**config.mk**
```make
export PLATFORM = sky130hd
export DESIGN_NAME = mem_responder
export DESIGN_NICKNAME = d
export VERILOG_FILES = /design/src/rtl/mem_responder_pkg.sv /design/src/rtl/mem_sat_counter.sv /design/src/rtl/mem_responder.sv
export SDC_FILE = /design/constraint.sdc
export NUM_CORES = 1
export LEC_CHECK = 0
export ABC_AREA = 1
export ABC_CLOCK_PERIOD_IN_PS = 19700
export BUFFER_PORTS_ARGS = -buffer_cell sky130_fd_sc_hd__buf_2
export CORE_MARGIN = 5
export CORE_UTILIZATION = 29
export CTS_BUF_LIST = sky130_fd_sc_hd__clkbuf_4 sky130_fd_sc_hd__clkbuf_8
export DETAILED_ROUTE_END_ITERATION = 8
export PLACE_DENSITY_LB_ADDON = 0.15
export SYNTH_ARGS = -nofsm -noshare
export SYNTH_HDL_FRONTEND = slang
export SYNTH_SLANG_ARGS = --single-unit
```
**constraint.sdc**
```tcl
create_clock -name clk -period 19.7 [get_ports clk]
set_input_delay 0 -clock clk [delete_from_list [all_inputs] [get_ports clk]]
set_output_delay 0 -clock clk [all_outputs]
set_load 0.02 [all_outputs]
```
**src/rtl/mem_responder_pkg.sv**
```systemverilog
// rtl/mem_responder_pkg.sv - shared memory-support defaults and helpers
package mem_responder_pkg;

  localparam int MEM_ADDR_W = 32;
  localparam int MEM_DATA_W = 32;
  localparam int MEM_CNT_W  = 16;
  localparam int MEM_DEPTH  = 16;

  // Arbiter defaults shared by the memory-support blocks
  localparam int ARB_NUM_REQ = 4;
  localparam int ARB_ID_W    = 2;

  function automatic int idx_width(input int depth);
    return (depth > 1) ? $clog2(depth) : 1;
  endfunction

endpackage

```
**src/rtl/mem_sat_counter.sv**
```systemverilog
// rtl/mem_sat_counter.sv - saturating up-counter, holds at all-ones
module mem_sat_counter #(
  parameter int CNT_WIDTH = 16
) (
  input  logic                 clk,
  input  logic                 rst,
  input  logic                 inc,
  output logic [CNT_WIDTH-1:0] count
);

  logic [CNT_WIDTH-1:0] r_count;

  always_ff @(posedge clk or posedge rst) begin
    if (rst) begin
      r_count <= '0;
    end else if (inc && (r_count != '1)) begin
      r_count <= r_count + 1'b1;
    end
  end

  assign count = r_count;

endmodule

```
**src/rtl/mem_responder.sv**
```systemverilog
// rtl/mem_responder.sv - register-based memory with 1-cycle read, access counters, sticky range error
module mem_responder
  import mem_responder_pkg::*;
#(
  parameter int ADDR_TYPE = MEM_ADDR_W,
  parameter int DATA_TYPE = MEM_DATA_W,
  parameter int DEPTH     = MEM_DEPTH,
  parameter int CNT_WIDTH = MEM_CNT_W
) (
  input  logic                 clk,
  input  logic                 rst,
  input  logic                 read_enable,
  input  logic [ADDR_TYPE-1:0] read_address,
  output logic [DATA_TYPE-1:0] data_from_memory,
  output logic                 read_valid,
  input  logic                 write_enable,
  input  logic                 enable,
  input  logic [ADDR_TYPE-1:0] write_address,
  input  logic [DATA_TYPE-1:0] data_to_memory,
  output logic [CNT_WIDTH-1:0] read_count,
  output logic [CNT_WIDTH-1:0] write_count,
  output logic                 addr_error
);

  localparam int                   IDX_W   = idx_width(DEPTH);
  localparam logic [ADDR_TYPE-1:0] DEPTH_A = ADDR_TYPE'(DEPTH);

  logic [DATA_TYPE-1:0] r_mem [DEPTH];
  logic [DATA_TYPE-1:0] r_rdata;
  logic                 r_rvalid;
  logic                 r_addr_err;

  logic             w_rd_in, w_wr_in;
  logic             w_rd_ok, w_wr_ok;
  logic             w_rd_oob, w_wr_oob;
  logic [IDX_W-1:0] w_rd_idx, w_wr_idx;

  // Full-width compare so high address bits can never alias into range
  assign w_rd_in  = (read_address < DEPTH_A);
  assign w_wr_in  = (write_address < DEPTH_A);
  assign w_rd_ok  = read_enable && w_rd_in;
  assign w_wr_ok  = write_enable && enable && w_wr_in;
  assign w_rd_oob = read_enable && !w_rd_in;
  assign w_wr_oob = write_enable && enable && !w_wr_in;
  assign w_rd_idx = read_address[IDX_W-1:0];
  assign w_wr_idx = write_address[IDX_W-1:0];

  // Read samples r_mem before the same-edge write lands, giving read-first
  always_ff @(posedge clk or posedge rst) begin
    if (rst) begin
      for (int i = 0; i < DEPTH; i++) begin
        r_mem[i] <= '0;
      end
      r_rdata    <= '0;
      r_rvalid   <= 1'b0;
      r_addr_err <= 1'b0;
    end else begin
      if (w_wr_ok) begin
        r_mem[w_wr_idx] <= data_to_memory;
      end
      r_rvalid <= read_enable;
      if (read_enable) begin
        r_rdata <= w_rd_in ? r_mem[w_rd_idx] : '0;
      end
      if (w_rd_oob || w_wr_oob) begin
        r_addr_err <= 1'b1;
      end
    end
  end

  mem_sat_counter #(.CNT_WIDTH(CNT_WIDTH)) u_read_cnt (
    .clk   (clk),
    .rst   (rst),
    .inc   (w_rd_ok),
    .count (read_count)
  );

  mem_sat_counter #(.CNT_WIDTH(CNT_WIDTH)) u_write_cnt (
    .clk   (clk),
    .rst   (rst),
    .inc   (w_wr_ok),
    .count (write_count)
  );

  assign data_from_memory = r_rdata;
  assign read_valid       = r_rvalid;
  assign addr_error       = r_addr_err;

endmodule
```
# Word-level counts from Yosys, hierarchy flattened
# Cells that the tools add are included.
[totals] reg_bits=578 word_cells=50 output_inout_bits=66
[op_classes] n_bitwise=2 reduce_logical=11 n_lt_le_gt_ge=5 n_eq_ne=2 addsub=2 muxes=7
[ops] cell="$bwmux 512" n=1
[ops] cell="$bmux 32 s4" n=1
[ops] cell="$demux 32 s4" n=1
[ops] cell="$mux 32" n=4
[ops] cell="$lt 32x5->1 const B" n=2
[ops] cell="$add 16x1->16 const B" n=2
[ops] cell="$ne 16x16->1 const B" n=2
[ops] cell="$ge 5x5->1 const B" n=2
[ops] cell="$not 4->5" n=2
[ops] cell="$logic_and 1x1->1" n=8
[ops] cell="$lt 5x1->1 const B" n=1
[ops] cell="$logic_not 1->1" n=2
[ops] cell="$logic_or 1x1->1" n=1

# Logic depth before layout (Yosys ltp)
# Gate-level depths: netlist (run 1).
[depth] ltp_word=6 ltp_mapped=12 depth_no_buf=9

# Modules after synthesis
# Synthesis (run 1) repeated with hierarchy kept, for this count alone.
[hier_totals] cells_unflattened=3946 area_unflattened_um2=29903.7
[modules_own_cells] mod="mem_responder" area_per_inst_um2=27764.1 n_inst=1 seq_area_each_um2=13663.1 cells_each=3646
[modules_own_cells] mod="mem_sat_counter" area_per_inst_um2=1069.8 n_inst=2 seq_area_each_um2=400.4 cells_each=150

# Worst setup path after synthesis (run 1)
# No wires, ideal clock.
[synth_path] kind="register to register" startpoint="register u_write_cnt.r_count[0] (netlist: u_write_cnt.count[0])" endpoint="register u_write_cnt.r_count[5] (netlist: u_write_cnt.count[5])" path_stages_with_launch=9 setup_ns=0.066 synth_period_minus_slack_ns=1.744 n_path_buf=1 t_arrival_ns=1.678 path_slack_ns=17.956 required_time_ns=19.634 path_cell_list="dfrtp_1 -> ha_1 -> inv_1 -> nor2_2 -> nand4_2 -> nand3_2 -> buf_2 -> nand2_1 -> nand2_1"
[synth_via] elab_chain_len=2 word_cells_on_any_way=3 cone_classes="1 x add/sub; 1 x eq/ne; 1 x reduce/logical"
[synth_lines] element="from (decl)" line="mem_sat_counter.sv:11" text="logic [CNT_WIDTH-1:0] r_count;"
[synth_lines] element="from (signal assigned)" line="mem_sat_counter.sv:17" text="r_count <= r_count + 1'b1;"
[synth_lines] element="parallel branches: the longest is 2 deep, another holds $add 16x1->16"
# Parallel ways; which one is timed is not known.
# A chain may end at the register's enable or synchronous reset.

# Final worst setup path (run 1)
[layout_path] startpoint="input write_address[15]" endpoint="register r_mem[33] (netlist bit)"
[layout_via] elab_chain_len=2
[layout_lines] element="from (decl)" line="mem_responder.sv:18" text="input logic [ADDR_TYPE-1:0] write_address,"
[layout_lines] element="$lt 32x5->1" line="mem_responder.sv:40" text="assign w_wr_in = (write_address < DEPTH_A);"
[layout_lines] element="$logic_and 1x1->1" line="mem_responder.sv:42" text="assign w_wr_ok = write_enable && enable && w_wr_in;"
[layout_lines] element="to (signal, indexed assignment)" line="mem_responder.sv:59" text="r_mem[w_wr_idx] <= data_to_memory;"
[layout_lines] element="to (decl)" line="mem_responder.sv:28" text="logic [DATA_TYPE-1:0] r_mem [DEPTH];"
# No other way between the ends.

==> flow_summary.yaml, run 1 <==
sta:
  fin_crit_sh_pct: 29.9
  max-slew-margin-rel_pct: 23.1
  post-route-min-period_ns: 5.88
  drv_slew: 0
  worst_slew_pin_slew_ns: 1.15
  fmax_ghz: 0.170
  finalSetupTns_ns: 0
  hold_viol_final: 0
  whs_ns: 0.00702
  setup_violations: 0
  grt_setup_unrepaired: "no"
  skew_ns: 0.0317
run_status:
  outcome: "finished clean"
detailed_routing:
  drt-total-wl_um: 118000
  via_per_inst: 5.20
  wl_per_cell_um: 21.9
  ant_nets: 0
  post-route-drc-count: 0
  first_iter_violations: 2664
  drt_pre_antenna_iters: 9
  vias: 28000
clock_network:
  clk_latency_ns: 0.74
  ctsHoldBuffers: 63
  cts.repair.resized: 0
  clock-root-buffer: "clkbuf_8"
  cts_tree: "done"
  cts_buffers: 106
  htree_levels: 3
  post-cts-setup-buffers: 0
  path_clk_slew_ns: 0.06
  clkSinkCount: 578
  cts_buffer_depth: 3
logic_synthesis:
  synth_edf_count: 0
  yosysWarningCount: 0
  synth_seq_area_share_pct: 49.1
  post-synth-top-area-fraction_pct: 49.1
  synth_compound_area_share_pct: 0.0764
  synth_ff_type: "dfrtp_1"
  synth_cells: 3929
  synth-xor-area-share_pct: 0.565
  synthSimpleGateAreaFrac_pct: 44.1
  synth.avg_cell_area_sq_um: 7.50
  synth_mux_area_share_pct: 0
  yosysUniqueCellTypes: 27
  synth_top_family_by_area: "simple AND/OR/NAND/NOR gates"
  synth.area.top_cells: "dfrtp_1 49%, nand2_1 22%, nand4_1 11%"
  synth-seq-cells: 578
  synth-adder-area-share_pct: 0.0849
  syn_area_sq_um: 29500
  async_flop_share_pct: 100
  synth_nets: 4032
  synth_top_area_cell: "dfrtp_1"
floorplan:
  rows: 117
  core_area_sq_um: 101000
  io_pins: 167
  die_h_um: 329
  die-area_sq_um: 108000
  initial_core_util_pct: 29.1
  die-width_um: 329
worst_setup_path:
  worst-setup-path-type: "primary input to flop"
  worstSetupStartpointType: "primary input"
  arrival_ns: 6.48
  r2r_cells: 7
  crit_required_ns: 20.29
  cp_max_fo: 170
  endpoint_kind: "flop"
placement:
  port_buffers: 166
  gp_congestion: 0.764
  placed_area_sq_um: 31000
  placed_cells: 5130
  post-dp-hpwl_um: 63100
cells_and_area:
  area_growth_syn_to_layout_pct: 14.7
  fillerInstances: 11000
  layout-drive-gt1-share_pct: 11.5
  multiInputGateArea_sq_um: 13400
  design_area_sq_um: 33800
  fin_cells: 5380
  regArea_sq_um: 14500
  layout.nets: 4036
power:
  ir_worst_vdd_mv: 0.0404
  p_per_area_nw_per_um2: 76.1
  report.power.total_w: 0.00257
  p_clk_share_pct: 46.3
  p_seq_share_pct: 46.2
  p_sw_w: 0.000691
  p_int_w: 0.00188
  power.share.switching_pct: 26.9
  power_frac_comb_pct: 7.5
  leakage_nw: 17.1
global_routing:
  antenna_found_initial: 9
  grt_pass1_vias: 27300
  grt_pass1_wl_um: 180000
  grt_max_degree: 171
  overflow: 0
  grt_usage_pct: 21.4
flow_run:
  cap_violations: 0
min_path:
  hp-class: "primary input to async pin"
flip-flops by register name, summed over array words and instances, names as in the netlist:
register and flops:
addr_error 1, data_from_memory 32, u_read_cnt.count 16, u_write_cnt.count 16, read_valid 1, r_mem 512
final timing paths:
check / start / to / slack (ns)
max: write_address[15] / r_mem[33] / 13.82
min: rst / r_mem[383] / 0.007
max reg2reg: u_write_cnt.count[0] / u_write_cnt.count[2] / 17.44
min reg2reg: addr_error / addr_error / 0.46
max in group asynchronous: rst / r_mem[433] / 16.80
min in group clk: write_address[16] / u_write_cnt.count[1] / 0.06
cells in the final DEF, fill, tap and decap left out, types with 2 or more instances in the layout:
master	netlist	final
buf_2	125	163
inv_2	1	2
nand3_1	511	505
or2_2	2	2
nor2_1	82	66
clkbuf_4	0	50
inv_6	0	3
nor2_2	3	3
buf_12	0	2
clkinv_2	0	5
nor2_4	1	17
diode_2	0	6
xnor2_1	7	7
xor2_1	12	12
nor3_1	3	2
nand4_1	529	529
inv_8	0	3
dfrtp_1	578	578
nand3_2	12	18
nand4_2	2	2
o21ai_0	3	3
clkbuf_8	0	123
nand2_1	1749	1749
dlygate4sd3_1	0	63
inv_1	28	22
nand3b_1	5	5
nor3_2	1	2
buf_4	8	61
ha_1	2	2
metal layers:
layer	global-route usage [%]	vias to the layer above	wire (um)
met5	0	-	27
met4	5.43	4	3070
met3	3.71	164	6750
met2	33.0	795	52400
met1	31.2	13900	55600
li1	-	13100	-
power by group through the flow:
stage	sequential, W	combinational (W)	clock, W
finish	0.00119	0.000194	0.00119
global route	0.00119	0.000210	0.00128
CTS	0.00119	0.000195	0.00122
detailed placement	0.00121	0.000186	0
global placement	0.00121	0.000186	0
floorplan	0.00121	0.000107	0
cell type report:
cell class	instances	share of cell area, %
flip-flops and latches	578	42.8
multi-input cells	2927	39.6
clock buffers	173	6.12
repair buffers	291	5.83
well taps	1368	5.06
inverters	29	0.407
clock inverters	8	0.181
diodes	6	0.0444
worst max-delay path: stages:
cell           delay, ns
dlygate4sd3_1       0.53
buf_2               0.12
nor2_1              0.06
dlygate4sd3_1       0.54
nand2_1             0.04
dlygate4sd3_1       0.54
nor2_1              0.10
dlygate4sd3_1       0.55
nand2_1             0.10
nor2_4              0.17
buf_12              0.57
buf_4               0.79
buf_4               0.78
nand3_2             0.66
buf_4               0.46
nand2_1             0.09
nand2_1             0.05
cells by family after synthesis:
logic type | after synthesis
flops | 578
simple gates | 2902
compound gates | 4
fa+ha+maj | 2
xor+xnor | 19
buf+inv | 424
per-stage QoR:
stage | worst slack, ns | util [%]
final | 13.82 | 33.4
after global routing | 13.41 | 33.4
after CTS | 14.00 | 33.4
after detailed placement | 15.26 | 30.6
after global placement | 15.33 | 30.6
after floorplan | 3.53 | -
Yosys cell counts, types with 2 or more instances:
master / count
xor2_1: 12
nand3_2: 12
buf_2: 125
nand4_1: 529
buf_1: 25
or2_2: 2
nor3_1: 3
o21ai_0: 3
dfrtp_1: 578
nand4_2: 2
nand3b_1: 5
nand3_1: 511
nor2_2: 3
xnor2_1: 7
nand2_1: 1749
inv_1: 28
clkbuf_1: 236
buf_4: 8
nor2_1: 82
ha_1: 2
(Power assumes the default switching activity.)
==> run 2: changes to the inputs <==
Settings changed: ABC_AREA 1 to 0, ABC_CLOCK_PERIOD_IN_PS 19700 to 5500.
Clock period 19.7 ns to 5.5 ns, I/O delays scaled along.
==> run 2 against run 1 <==
Clock-buffer cell count is 2 lower. Area after synthesis fell by 12%. Sequential share of layout area up 4.5 points. Utilization up 1.2 points. Synthesized cell count down 58%. Critical path type unchanged. Routed wire length fell by 40%. Critical path depth is 8 lower. Worst setup slack got worse by 12 ns.
==> flow_summary.yaml, run 2 <==
run_status:
  outcome: "finished clean"
placement:
  gp_congestion: 0.711
  port_buffers: 166
  placed_area_sq_um: 27900
  post-dp-hpwl_um: 39800
  placed_cells: 2870
logic_synthesis:
  synth-adder-area-share_pct: 0.0965
  synth.area.top_cells: "dfrtp_1 56%, mux2_2 21%, mux4_2 11%"
  synth_edf_count: 0
  yosysUniqueCellTypes: 42
  synth_top_area_cell: "dfrtp_1"
  async_flop_share_pct: 100
  synth_nets: 1739
  synth_cells: 1636
  synth.avg_cell_area_sq_um: 15.9
  syn_area_sq_um: 25900
  synth_top_family_by_area: "multiplexers"
  synth-xor-area-share_pct: 0.979
  synth_seq_area_share_pct: 55.8
  synth_compound_area_share_pct: 3.10
  yosysWarningCount: 0
  synthSimpleGateAreaFrac_pct: 3.59
  synth_mux_area_share_pct: 33.5
  synthTopCellsByCount: "578 x dfrtp_1, 479 x mux2_2, 128 x mux4_2"
  post-synth-top-area-fraction_pct: 55.8
  yosysMostFrequentCell: "dfrtp_1"
  synth_ff_type: "dfrtp_1"
  synth-seq-cells: 578
cells_and_area:
  layout-drive-gt1-share_pct: 52.6
  design_area_sq_um: 30600
  fillerInstances: 8527
  layout_common_cells: "578 x dfrtp_1, 479 x mux2_2, 164 x buf_2"
  fin_cells: 3102
  largest_reg_flops: 512
  layout_commonest_cell: "dfrtp_1"
  top_register: "r_mem"
  area_growth_syn_to_layout_pct: 18.0
  layout.nets: 1961
detailed_routing:
  ant_nets: 0
  via_per_inst: 4.90
  vias: 15200
  drt_pre_antenna_iters: 4
  wl_per_cell_um: 22.8
  drt-total-wl_um: 70700
  first_iter_violations: 799
  post-route-drc-count: 0
worst_setup_path:
  worstSetupStartpointType: "primary input"
  cp_cell_sequence: "dlygate4sd3_1, buf_2, nor4_1, dlygate4sd3_1, nand3_1, dlygate4sd3_1, a2111oi_4, dlygate4sd3_1, mux2_2"
  cp_max_fo: 16
  arrival_ns: 3.84
  cpMaxStageDelayCell: "dlygate4sd3_1"
  worst-setup-path-type: "primary input to flop"
  crit_required_ns: 6.06
  endpoint_kind: "flop"
  max_stage_delay_ns: 1.00
  timing.critical_path.mode_cell: "dlygate4sd3_1"
sta:
  drv_slew: 0
  max-slew-margin-rel_pct: 18.7
  post-route-min-period_ns: 3.28
  worst_slew_pin_slew_ns: 1.22
  fmax_ghz: 0.304
  grt_setup_unrepaired: "no"
  setup_violations: 0
  skew_ns: 0.0179
  hold_viol_final: 0
  finalSetupTns_ns: 0
  fin_crit_sh_pct: 59.7
global_routing:
  antenna_found_initial: 2
  grt_max_degree: 173
  grt_pass1_vias: 16900
  overflow: 0
  grt_usage_pct: 14.9
  grt_pass1_wl_um: 109000
floorplan:
  rows: 109
  core_area_sq_um: 88500
  initial_core_util_pct: 29.3
  die_h_um: 309
  die-area_sq_um: 95500
  die-width_um: 309
  io_pins: 167
clock_network:
  cts_buffers: 104
  htree_levels: 3
  cts_tree: "done"
  clkSinkCount: 578
  path_clk_slew_ns: 0.06
  cts_buffer_depth: 3
  clock-root-buffer: "clkbuf_8"
  clk_latency_ns: 0.69
power:
  ir_worst_vdd_mv: 0.132
  p_per_area_nw_per_um2: 291
  leakage_nw: 14.9
flow_run:
  cap_violations: 0
min_path:
  hp-class: "primary input to flop"
## run 2: cell count changes in the layout (fill, tap and decap cells not counted), moves of 61 or more
cell,delta
mux4_2,+128
a22oi_1,+62
mux2_2,+479
nand2_1,-1707
nand4_1,-517
nand3_1,-488
nor2_1,-61
## run 2: path summary, 6_finish.rpt
path                                         to            startpoint  cells after the start  slack [ns]
setup / recovery           u_write_cnt.count[1]     write_address[31]                      9        2.22
min in group asynchronous            r_mem[410]                   rst                      4        0.52
hold / removal                       r_mem[445]      write_address[2]                      4        0.09
setup reg to reg           u_write_cnt.count[1]  u_write_cnt.count[0]                      6        2.46
max in group asynchronous            r_mem[363]                   rst                      5        3.48
hold reg to reg                       r_mem[12]             r_mem[12]                      1        0.48
## run 2: power by group
group,total (W),internal [W],switching [W],leakage [nW]
sequential,0.00426,0.00426,0.0000000600,8.07
combinational,0.000362,0.000100,0.000262,5.63
clock,0.00428,0.00246,0.00181,1.19
## run 2: layout make-up
type | count | area (sq um) | area share [%]
antenna | 1 | 2.50 | 0.00818
clock buffer | 171 | 2120 | 6.94
clock inverter | 13 | 98.8 | 0.323
inverter | 4 | 18.8 | 0.0613
multi-input combinational | 919 | 10800 | 35.2
sequential | 578 | 14500 | 47.3
tap | 1165 | 1460 | 4.76
timing repair buffer | 251 | 1680 | 5.48
## run 2: kinds of logic after synthesis
family,Yosys count
xor gates and xnor gates,29
adders and majority gates,2
muxes,644
buffers and inverters,139
and+or+nand+nor,145
AOI/OAI and AO/OA,99
DFF,578
## run 2: routing by layer
layer	up-vias	track usage, %	share of wire, %
li1	6621	-	-
met1	8198	20.8	46
met2	263	24.2	48
met3	123	2.51	3.4
met4	2	4.11	2.3
met5	-	0	0.018
## run 2: through the flow
stage | power, W | hold slack [ns] | setup WS, ns | utilization (%)
5_1_grt | 0.00928 | 0.0599 | 2.13 | 34.6
6_report | 0.00890 | 0.0921 | 2.22 | 34.6
3_3_place_gp | 0.00468 | 0.0902 | 2.65 | 31.5
4_1_cts | 0.00908 | 0.00731 | 2.30 | 34.6
3_5_place_dp | 0.00468 | 0.0966 | 2.62 | 31.5
2_1_floorplan | 0.00452 | 0.0314 | -2.38 | -
## run 2: what timing repair did
item                       CTS  global route
hold endpoints to repair   750             0
hold buffers                47             0
gates resized for setup      0             0
setup endpoints to repair    0             0
setup buffers                0             0
## run 2: worst max-delay path, delay by kind of cell
kind,cells,cell delay [ns]
muxes,1,0.40
buffers and inverters,5,2.85
and+or+nand+nor,2,0.30
AOI/OAI and AO/OA,1,0.30
==> run 3: changes to the inputs <==
Settings changed: ABC_CLOCK_PERIOD_IN_PS 5500 to 3200.
Clock period 5.5 ns to 3.2 ns, I/O delays scaled along.
==> run 3 against run 2 <==
Via count is 0.70% higher. Highest routed layer unchanged. Largest power group is now sequential cells. Clock skew is 0.0063 ns higher. Combinational power is 80% higher. Critical endpoint is now u_write_cnt.count[14]. Final area is 1.5% higher.
==> flow_summary.yaml, run 3 (synthesis results as in run 2) <==
run_status:
  outcome: "finished clean"
worst_setup_path:
  timing.critical_path.mode_cell: "dlygate4sd3_1"
  worstSetupStartpointType: "primary input"
  critical_path_buf_inv_count: 6
  worst-setup-path-type: "primary input to flop"
  endpoint_kind: "flop"
  max_stage_delay_ns: 0.62
  cp-startpoint: "write_address[5]"
  worst-r2r-setup-slack_ns: 0.56
  cp_max_fo: 15
  crit_required_ns: 3.78
  r2r_end: "u_write_cnt.count[14]"
  arrival_ns: 3.36
  cp_cell_sequence: "dlygate4sd3_1, buf_2, nor4_1, dlygate4sd3_1, nand3_1, dlygate4sd3_1, a2111oi_4, buf_12, nand3_1, dlygate4sd3_1, xnor2_1"
  r2r_cells: 8
  cpMaxStageDelayCell: "dlygate4sd3_1"
  r2r-start: "u_write_cnt.count[0]"
  cpLargestDelayFamily: "buffers and inverters"
detailed_routing:
  via_per_inst: 4.89
  drt_pre_antenna_iters: 4
  wl_per_cell_um: 22.8
  ant_nets: 0
  first_iter_violations: 731
  post-route-drc-count: 0
  drt-total-wl_um: 71400
  vias: 15300
placement:
  port_buffers: 166
  post-dp-hpwl_um: 40600
  gp_congestion: 0.703
min_path:
  hp-class: "primary input to flop"
  min_to: "u_read_cnt.count[7]"
  min-delay-start: "read_address[6]"
  hold_path_depth: 6
floorplan:
  die-area_sq_um: 95500
  rows: 109
  die_h_um: 309
  initial_core_util_pct: 29.3
  die-width_um: 309
  io_pins: 167
  core_area_sq_um: 88500
power:
  power_frac_comb_pct: 4.3
  p_int_w: 0.0117
  p_clk_share_pct: 47.6
  p_sw_w: 0.00355
  ir_worst_vdd_mv: 0.197
  p_seq_share_pct: 48.1
  report.power.total_w: 0.0152
  power.share.switching_pct: 23.3
  leakage_nw: 15.1
  p_per_area_nw_per_um2: 490
clock_network:
  clkSinkCount: 578
  cts_tree: "done"
  cts.repair.resized: 0
  path_clk_slew_ns: 0.06
  cts_buffers: 103
  htree_levels: 3
  cts_buffer_depth: 3
  clock-root-buffer: "clkbuf_8"
  clk_latency_ns: 0.69
global_routing:
  grt_max_degree: 123
  overflow: 0
  antenna_found_initial: 4
  grt_usage_pct: 15.1
  grt_pass1_vias: 17100
  grt_pass1_wl_um: 110000
flow_run:
  cap_violations: 0
cells_and_area:
  largest_reg_flops: 512
  area_growth_syn_to_layout_pct: 19.8
  layout-drive-gt1-share_pct: 52.5
  layout_common_cells: "578 x dfrtp_1, 479 x mux2_2, 164 x buf_2"
  utilization_pct: 35.1
  top_register: "r_mem"
  layout.nets: 1990
  layout_commonest_cell: "dfrtp_1"
sta:
  hold_viol_final: 0
  fin_crit_sh_pct: 86.9
  post-route-min-period_ns: 2.78
  max-slew-margin-rel_pct: 35.6
  setup_violations: 0
  worst_slew_pin_slew_ns: 0.964
  fmax_ghz: 0.359
  skew_ns: 0.0242
  grt_setup_unrepaired: "no"
  drv_slew: 0
## run 3: cell count changes in the layout (fill, tap and decap cells not counted), sizes merged, moves of 2 or more
| cell | previous run | this run |
|---|---|---|
| buf | 204 | 219 |
| clkbuf | 171 | 162 |
| clkinvlp | 2 | 6 |
| dlygate4sd3 | 47 | 62 |
| inv | 4 | 6 |
## run 3: metal layers
layer	global-route usage, %	part of all wire [%]	vias up
li1	-	-	6671
met1	20.7	46	8246
met2	24.9	48	279
met3	2.67	4.0	113
met4	4.09	2.0	4
met5	0	0.038	-
## run 3: how the worst max path moves through the flow
| stage | cells past startpoint | end | slack [ns] |
|---|---|---|---|
| after CTS | 10 | u_write_cnt.count[14] | 0.13 |
| after floorplan | 1 | addr_error | -4.68 |
| final | 11 | u_write_cnt.count[14] | 0.42 |
| after global placement | 5 | u_write_cnt.count[1] | 0.72 |
| after detailed placement | 5 | u_write_cnt.count[1] | 0.66 |
| after global routing | 11 | u_write_cnt.count[14] | 0.35 |
## run 3: per-stage QoR
step	hold slack (ns)	TNS [ns]	instance area, sq um	cells	setup WS [ns]
after floorplan	0.0314	-2702.44	25900	1636	-4.68
after global placement	0.158	0	28200	2883	0.724
after detailed placement	0.159	0	28200	2883	0.661
after CTS	0.00555	0	31000	3127	0.134
after global routing	0.0746	0	31100	3130	0.352
final	0.0731	0	31100	3131	0.418
## run 3: what timing repair did
action | CTS | global route
setup buffers | 0 | 2
hold endpoints to repair | 654 | 0
hold buffers | 62 | 0
endpoints found under the setup margin | 0 | 4
## run 3: power groups by stage
| stage | sequential, W | combinational [W] | clock [W] |
|---|---|---|---|
| global route | 0.00731 | 0.000726 | 0.00789 |
| finish | 0.00731 | 0.000653 | 0.00724 |
| floorplan | 0.00745 | 0.000322 | 0 |
| CTS | 0.00731 | 0.000677 | 0.00754 |
| global placement | 0.00744 | 0.000615 | 0 |
| detailed placement | 0.00744 | 0.000621 | 0 |
## run 3: cell type report
type | count | area [sq um]
antenna | 2 | 5.00
clock buffer | 162 | 2010
clock inverter | 20 | 176
fill | 8475 | 57500
inverter | 4 | 18.8
multi-input combinational | 919 | 10800
sequential | 578 | 14500
tap | 1165 | 1460
timing repair buffer | 281 | 2170
## run 3: tightest hold or removal path: stages
cell     delay [ns]
buf_2          0.07
or4_1          0.14
nor4_2         0.06
buf_4          0.23
nand3_1        0.15
xnor2_1        0.06
